===== config.mk =====
export PLATFORM = sky130hd
export DESIGN_NAME = bin2bcd_disp
export DESIGN_NICKNAME = d
export VERILOG_FILES = /design/src/rtl/bin2bcd_disp.sv
export SDC_FILE = /design/constraint.sdc
export NUM_CORES = 1
export LEC_CHECK = 0
export CAP_MARGIN = 30
export CORE_MARGIN = 1.5
export CORE_UTILIZATION = 50
export CTS_BUF_LIST = sky130_fd_sc_hd__clkbuf_8
export DETAILED_ROUTE_END_ITERATION = 10
export PLACE_DENSITY = 0.74
export SLEW_MARGIN = 20
export SYNTH_ARGS = -nofsm -noshare
export SYNTH_HDL_FRONTEND = slang
export SYNTH_SLANG_ARGS = --single-unit

===== constraint.sdc =====
create_clock -name Clk -period 3.58 [get_ports Clk]
set_input_delay 1.074 -clock Clk [delete_from_list [all_inputs] [get_ports Clk]]
set_output_delay 1.074 -clock Clk [all_outputs]
set_load 0.1 [all_outputs]

===== src/rtl/bin2bcd_disp.sv =====
// Sequential binary-to-BCD converter (double dabble, one bit per clock) that
// produces the packed digit word for the 8-digit scanned display driver.

module bin2bcd_add3 (
    input  logic [3:0] nib_i,
    output logic [3:0] nib_o
);
    // Carry out of the nibble is dropped; it cannot occur for in-range values.
    assign nib_o = (nib_i >= 4'd5) ? (nib_i + 4'd3) : nib_i;
endmodule

module bin2bcd_disp #(
    parameter int BIN_W  = 27,
    parameter int DIGITS = 8
) (
    input  logic                  Clk,
    input  logic                  Reset,
    input  logic                  Start,
    input  logic [BIN_W-1:0]      Bin_in,
    output logic                  Busy,
    output logic                  Done,
    output logic                  Overflow,
    output logic [4*DIGITS-1:0]   Disp_data
);
    localparam int BCD_W = 4 * DIGITS;
    localparam int CNT_W = $clog2(BIN_W + 1);

    function automatic logic [63:0] pow10(input int n);
        logic [63:0] r;
        r = 64'd1;
        for (int i = 0; i < n; i++) r = r * 64'd10;
        return r;
    endfunction

    localparam logic [63:0]      MAX_DEC = pow10(DIGITS) - 64'd1;
    localparam logic [BCD_W-1:0] ALL_9   = {DIGITS{4'h9}};
    localparam logic [CNT_W-1:0] LAST    = CNT_W'(BIN_W - 1);

    typedef enum logic [1:0] {S_IDLE, S_SHIFT, S_DONE} state_t;

    state_t             state_q, state_d;
    logic [BIN_W-1:0]   bin_q, bin_d;
    logic [BCD_W-1:0]   bcd_q, bcd_d;
    logic [BCD_W-1:0]   bcd_adj;
    logic [CNT_W-1:0]   cnt_q, cnt_d;
    logic               ovf_pend_q, ovf_pend_d;
    logic               busy_q, busy_d;
    logic               done_q, done_d;
    logic               ovf_q, ovf_d;
    logic [BCD_W-1:0]   disp_q, disp_d;
    logic               in_ovf;

    genvar g;
    generate
        for (g = 0; g < DIGITS; g++) begin : g_dig
            bin2bcd_add3 u_add3 (
                .nib_i (bcd_q[4*g +: 4]),
                .nib_o (bcd_adj[4*g +: 4])
            );
        end
    endgenerate

    assign in_ovf = {{(64-BIN_W){1'b0}}, Bin_in} > MAX_DEC;

    always_ff @(posedge Clk or posedge Reset) begin
        if (Reset) begin
            state_q    <= S_IDLE;
            bin_q      <= '0;
            bcd_q      <= '0;
            cnt_q      <= '0;
            ovf_pend_q <= 1'b0;
            busy_q     <= 1'b0;
            done_q     <= 1'b0;
            ovf_q      <= 1'b0;
            disp_q     <= '0;
        end else begin
            state_q    <= state_d;
            bin_q      <= bin_d;
            bcd_q      <= bcd_d;
            cnt_q      <= cnt_d;
            ovf_pend_q <= ovf_pend_d;
            busy_q     <= busy_d;
            done_q     <= done_d;
            ovf_q      <= ovf_d;
            disp_q     <= disp_d;
        end
    end

    always_comb begin
        state_d    = state_q;
        bin_d      = bin_q;
        bcd_d      = bcd_q;
        cnt_d      = cnt_q;
        ovf_pend_d = ovf_pend_q;
        busy_d     = busy_q;
        done_d     = 1'b0;
        ovf_d      = ovf_q;
        disp_d     = disp_q;
        unique case (state_q)
            S_IDLE: begin
                if (Start) begin
                    bin_d      = Bin_in;
                    bcd_d      = '0;
                    cnt_d      = '0;
                    ovf_pend_d = in_ovf;
                    busy_d     = 1'b1;
                    state_d    = S_SHIFT;
                end
            end
            S_SHIFT: begin
                // Adjust-then-shift in a single cycle: one binary bit per clock.
                bcd_d = {bcd_adj[BCD_W-2:0], bin_q[BIN_W-1]};
                bin_d = {bin_q[BIN_W-2:0], 1'b0};
                cnt_d = cnt_q + CNT_W'(1);
                if (cnt_q == LAST) begin
                    busy_d  = 1'b0;
                    state_d = S_DONE;
                end
            end
            S_DONE: begin
                done_d  = 1'b1;
                disp_d  = ovf_pend_q ? ALL_9 : bcd_q;
                ovf_d   = ovf_pend_q;
                state_d = S_IDLE;
            end
            default: state_d = S_IDLE;
        endcase
    end

    assign Busy      = busy_q;
    assign Done      = done_q;
    assign Overflow  = ovf_q;
    assign Disp_data = disp_q;

endmodule


==> results.py, run 1 <==
metrics = {
    "synth": {
        "yosysUniqueCellTypes": 36,
        "synthesis.area_um2": 4955,
        "synth_area_leaders": "dfrtp_1 (52%), o21ai_0 (5.1%), ha_1 (4.5%), nand2_1 (4.4%), a21oi_1 (3.9%)",
        "synth_area_leader_cell": "dfrtp_1",
        "async_reset_ff_share_pct": 100.0,
        "synth_ff_type": "dfrtp_1",
        "syn_inst": 509,
        "synth-edff-count": 0,
        "ys_warn_count": 0,
        "netlist_top_cells_count": "dfrtp_1 (102), nand2_1 (58), o21ai_0 (50), a21oi_1 (39)",
        "synth_nets": 557,
        "synth_most_common_cell": "dfrtp_1",
        "synth_top_area_share_pct": 51.52,
        "avgSynthCellArea_um2": 9.734,
        "ys_seq_area_share_pct": 51.52,
        "ys_ff_latch": 102,
    },
    "timing": {
        "rsz0062_at_grt": "no",
        "max_freq_ghz": 0.4238,
        "post-route-period-util_pct": 65.91,
        "setup_tns_ns": 0,
        "tightest_slew_ns": 0.8405,
        "relSlewSlack_pct": 43.97,
        "setup_viol": 0,
        "post-route-min-period_ns": 2.360,
        "drv_slew": 0,
        "hold_violations": 0,
        "skew_ns": 0.01252,
    },
    "hold_path": {
        "hold_class": "flop to flop",
    },
    "setup_path": {
        "cp-start-kind": "input port",
        "critical_path.endpoint": "bcd_q[18]",
        "path_max_fanout": 23,
        "r2r-end": "bcd_q[14]",
        "path_class": "input port to flop",
        "crit_start": "Start",
        "critPathCaptureType": "flop",
        "cp.arrival_ns": 2.61,
        "r2r_cells": 5,
        "r2r_start": "state_q[1]",
        "r2r_slack_ns": 1.42,
        "cp.required_ns": 3.83,
    },
    "job": {
        "drv_cap": 0,
    },
    "placed_design": {
        "gp_congestion": 0.7841,
        "numPortBuffers": 64,
        "hpwl_um": 6831,
    },
    "floorplan": {
        "start_util_pct": 51.16,
        "dieArea_um2": 10520,
        "die_height_um": 102.5,
        "rows": 36,
        "io_pins": 65,
        "core_area_um2": 9684,
        "dieWidth_um": 102.5,
    },
    "routing": {
        "routedWlPerCell_um": 14.72,
        "first_pass_iters": 4,
        "vias": 3873,
        "via_per_inst": 5.557,
        "wirelength_um": 10260,
        "ant_nets": 0,
        "drc": 0,
        "first_iter_violations": 134,
    },
    "power": {
        "power_switching_mw": 2.077,
        "intPower_mw": 2.594,
        "clkPwrFrac_pct": 14.6,
        "combPwrFrac_pct": 45.3,
        "sw_frac_of_total_pct": 44.47,
        "ir_drop_v": 0.0003013,
        "p_seq_share_pct": 40.1,
        "p_leak_nw": 2.613,
        "power_density_nw_per_um2": 806.3,
        "total_power_mw": 4.671,
    },
    "clock_tree": {
        "cts_buffers": 9,
        "path_clk_slew_ns": 0.09,
        "cts_setup_buffers": 0,
        "cts_tree": "yes",
        "ctsResizeCount": 0,
        "hold_buffers": 0,
        "clk_latency_ns": 0.37,
        "cts_buffer_depth": 2,
        "htreeDepth": 3,
        "cts_sinks": 102,
        "cts_root_buf": "clkbuf_8",
    },
    "global_routing": {
        "antenna_found_initial": 0,
        "grt_overflow": 0,
        "grt_pass1_vias": 3735,
        "grtUsageTotal_pct": 20.75,
        "grt_max_degree": 103,
        "grt_pass1_wl_um": 17240,
    },
    "cells_and_area": {
        "syn2layout_area_growth_pct": 16.92,
        "antenna_cells": 0,
        "final_nets": 607,
        "drive_above_1_share_pct": 11.88,
    },
    "status": {
        "status": "finished clean",
    },
}
[cell usage in the layout, fill, tap and decap left out, types with 2 or more instances in the layout]
cell type	instances
inv_1	19
o32ai_1	4
a21oi_1	39
nor3b_1	4
a22oi_1	16
dfrtp_1	102
and4b_1	2
nor3_1	2
nand3_1	10
ha_1	18
clkdlybuf4s50_1	29
o21ai_1	15
nor2b_1	17
and3b_1	10
xnor2_1	8
o21ai_0	50
nand2b_1	18
nor2_1	21
a32o_1	8
o22ai_1	11
nand2_1	58
clkinvlp_4	3
clkinv_4	2
clkbuf_8	10
xor2_1	5
o311ai_1	7
buf_4	44
o31ai_1	16
[flip-flops by register name, indices dropped and copies added, names as in the netlist]
register    cells
Disp_data      32
bcd_q          32
bin_q          27
cnt_q           5
state_q         2
Busy            1
Done            1
Overflow        1
ovf_pend_q      1
[worst min-delay path by stage]
stage / startpoint / to / slack, ns / cells after the start
2_1_floorplan: bin_q[20] / bin_q[20] / 0.45 / 2
3_3_place_gp: Disp_data[30] / Disp_data[30] / 0.46 / 2
3_5_place_dp: bin_q[21] / bin_q[21] / 0.47 / 2
4_1_cts: bin_q[21] / bin_q[21] / 0.49 / 2
5_1_grt: Disp_data[25] / Disp_data[25] / 0.52 / 2
6_report: Disp_data[31] / Disp_data[31] / 0.49 / 2
[layer usage]
metal	part of all wire, %	GRT usage (%)	wire (µm)
met4	1.5	6.849	156
met1	48	27.66	4905
met3	3.5	4.000	364
met2	47	34.28	4830
met5	0	0	0
[per-stage QoR]
step                instances  worst slack (ns)  hold WS, ns  instance area, µm²  util, %
floorplan                 509             1.288       0.4502                4959        -
global placement          680            0.8497       0.4638                5594    57.76
detailed placement        681            0.8182       0.4703                5609    57.92
CTS                       697             1.219       0.4930                5793    59.82
global route              697             1.111       0.5225                5793    59.82
finish                    697             1.220       0.4881                5793    59.82
[cells by family (layout without fill, tap and decap cells)]
group	after synthesis	in the layout	synth area share [%]
buf+inv	56	111	5.076
fa+ha+maj	18	18	4.546
mux	1	1	0.2273
xor+xnor	13	13	2.298
compound gates	171	171	21.19
flops	102	102	51.52
simple gates	148	148	15.15
[final cells by class]
cell class	instances	area [µm²]
flip-flops and latches	102	2552
clock buffers	10	137.6
repair buffers	75	655.6
fillers	851	3891
well taps	133	166.4
inverters	20	78.83
clock inverters	6	46.29
multi-input cells	351	2156
[worst max-delay path, cell delays in order]
cell,delay (ns)
clkdlybuf4s50_1,0.47
nor2_1,0.06
or2_1,0.53
a221o_1,0.46
[power groups by stage]
stage / sequential, mW / combinational [mW] / clock (mW)
6_report: 1.87 / 2.12 / 0.681
5_1_grt: 1.94 / 2.35 / 0.744
4_1_cts: 1.87 / 2.13 / 0.696
3_5_place_dp: 1.89 / 2.12 / 0
3_3_place_gp: 1.89 / 2.00 / 0
2_1_floorplan: 2.20 / 1.31 / 0
Power figures use the tool's default switching activity.
==> run 2, diff against run 1 <==
--- a/config.mk
+++ b/config.mk
@@ -10,7 +10,7 @@
 export CORE_UTILIZATION = 50
 export CTS_BUF_LIST = sky130_fd_sc_hd__clkbuf_8
 export DETAILED_ROUTE_END_ITERATION = 10
-export PLACE_DENSITY = 0.74
+export PLACE_DENSITY = 0.71
 export SLEW_MARGIN = 20
 export SYNTH_ARGS = -nofsm -noshare
 export SYNTH_HDL_FRONTEND = slang
==> constraint.sdc (replaced) <==
create_clock -name Clk -period 2.4 [get_ports Clk]
set_input_delay 0.72 -clock Clk [delete_from_list [all_inputs] [get_ports Clk]]
set_output_delay 0.72 -clock Clk [all_outputs]
set_load 0.1 [all_outputs]
==> results.py, run 2 (synthesized netlist as in run 1, its figures left out) <==
metrics = {
    "status": {
        "status": "finished clean",
    },
    "timing": {
        "hold_slack_ns": 0.4836,
        "post-route-period-util_pct": 76.94,
        "max_freq_ghz": 0.5416,
        "drv_slew": 0,
        "relSlewSlack_pct": 57.41,
        "tightest_slew_ns": 0.6388,
        "post-route-min-period_ns": 1.847,
        "skew_ns": 0.009056,
        "rsz0062_at_grt": "no",
        "hold_violations": 0,
        "setup_ws_ns": 0.5535,
        "setup_viol": 0,
        "setup_tns_ns": 0,
    },
    "clock_tree": {
        "cts_buffers": 9,
        "ctsResizeCount": 0,
        "clk_latency_ns": 0.35,
        "htreeDepth": 3,
        "cts_setup_buffers": 0,
        "hold_buffers": 0,
        "cts_sinks": 102,
        "path_clk_slew_ns": 0.10,
        "cts_tree": "yes",
        "cts_root_buf": "clkbuf_8",
        "cts_buffer_depth": 2,
    },
    "cells_and_area": {
        "syn2layout_area_growth_pct": 18.64,
        "fin_cells": 704,
        "drive_above_1_share_pct": 12.78,
        "utilization_pct": 60.70,
        "layout.cells.most_common": "dfrtp_1",
        "fill_cells": 844,
        "mostFrequentLayoutCells": "dfrtp_1 (102), nand2_1 (58), o21ai_0 (50), buf_4 (50), a21oi_1 (39)",
        "postLayoutCellArea_um2": 5878,
        "final_nets": 614,
        "antenna_cells": 0,
    },
    "job": {
        "drv_cap": 0,
    },
    "global_routing": {
        "grt_pass1_vias": 3759,
        "grt_max_degree": 103,
        "grt_pass1_wl_um": 17370,
        "grtUsageTotal_pct": 20.83,
        "antenna_found_initial": 0,
        "grt_overflow": 0,
    },
    "placed_design": {
        "numPortBuffers": 64,
        "gp_congestion": 0.8026,
        "dp_cells": 688,
        "hpwl_um": 6939,
        "preCtsSetupSlack_ns": 0.2006,
        "place_area_um2": 5679,
    },
    "power": {
        "total_power_mw": 7.080,
        "power_density_nw_per_um2": 1205,
        "power_switching_mw": 3.065,
        "ir_drop_v": 0.0004572,
        "combPwrFrac_pct": 45.7,
        "p_leak_nw": 2.674,
        "clkPwrFrac_pct": 15.3,
        "intPower_mw": 4.015,
        "sw_frac_of_total_pct": 43.29,
        "p_seq_share_pct": 38.9,
    },
    "routing": {
        "wirelength_um": 10210,
        "via_per_inst": 5.511,
        "first_iter_violations": 130,
        "ant_nets": 0,
        "vias": 3880,
        "routedWlPerCell_um": 14.50,
        "first_pass_iters": 4,
        "drc": 0,
    },
    "floorplan": {
        "core_area_um2": 9684,
        "dieWidth_um": 102.5,
        "dieArea_um2": 10520,
        "die_height_um": 102.5,
        "io_pins": 65,
        "rows": 36,
        "start_util_pct": 51.16,
    },
    "setup_path": {
        "path_class": "flop to flop",
        "critPathCaptureType": "flop",
        "path_max_fanout": 24,
        "cp.arrival_ns": 2.11,
        "cp-start-kind": "flop",
        "cp.required_ns": 2.66,
    },
    "hold_path": {
        "hold_class": "flop to flop",
    },
}
[run 2: path summary, 6_finish.rpt]
check | start | end | slack (ns) | depth (start not counted)
setup / recovery | state_q[1] | Disp_data[25] | 0.55 | 3
hold / removal | Disp_data[1] | Disp_data[1] | 0.48 | 2
setup reg to reg | state_q[1] | Disp_data[25] | 0.55 | 3
hold reg to reg | Disp_data[1] | Disp_data[1] | 0.48 | 2
max in group asynchronous | Reset | bcd_q[11] | 1.09 | 3
min in group asynchronous | Reset | Disp_data[19] | 0.80 | 3
[run 2: area by class of cell]
| class | instances | area (µm²) | share of cell area [%] |
|---|---|---|---|
| flip-flops and latches | 102 | 2552 | 43.42 |
| multi-input cells | 351 | 2156 | 36.68 |
| repair buffers | 82 | 725.7 | 12.35 |
| well taps | 133 | 166.4 | 2.831 |
| clock buffers | 10 | 137.6 | 2.341 |
| inverters | 20 | 78.83 | 1.341 |
| clock inverters | 6 | 61.31 | 1.043 |
[run 2: critical path, stage by stage (launching register included)]
cell,delay [ns]
dfrtp_1,0.76
nand2b_2,0.45
buf_4,0.33
o31ai_1,0.20
[run 2: metal layers]
| metal | wire [µm] | track usage, % | vias up |
|---|---|---|---|
| met5 | 0 | 0 | - |
| met1 | 4917 | 28.38 | 1889 |
| met3 | 346 | 3.119 | 10 |
| met2 | 4864 | 34.84 | 70 |
| met4 | 82 | 6.006 | 0 |
| li1 | - | - | 1911 |
[run 2: power by group through the flow]
stage	logic [mW]	registers, mW	clock network, mW
final	3.24	2.76	1.09
after global routing	3.60	2.84	1.20
after global placement	3.14	2.77	0
after detailed placement	3.26	2.79	0
after floorplan	1.95	3.28	0
after CTS	3.26	2.75	1.13
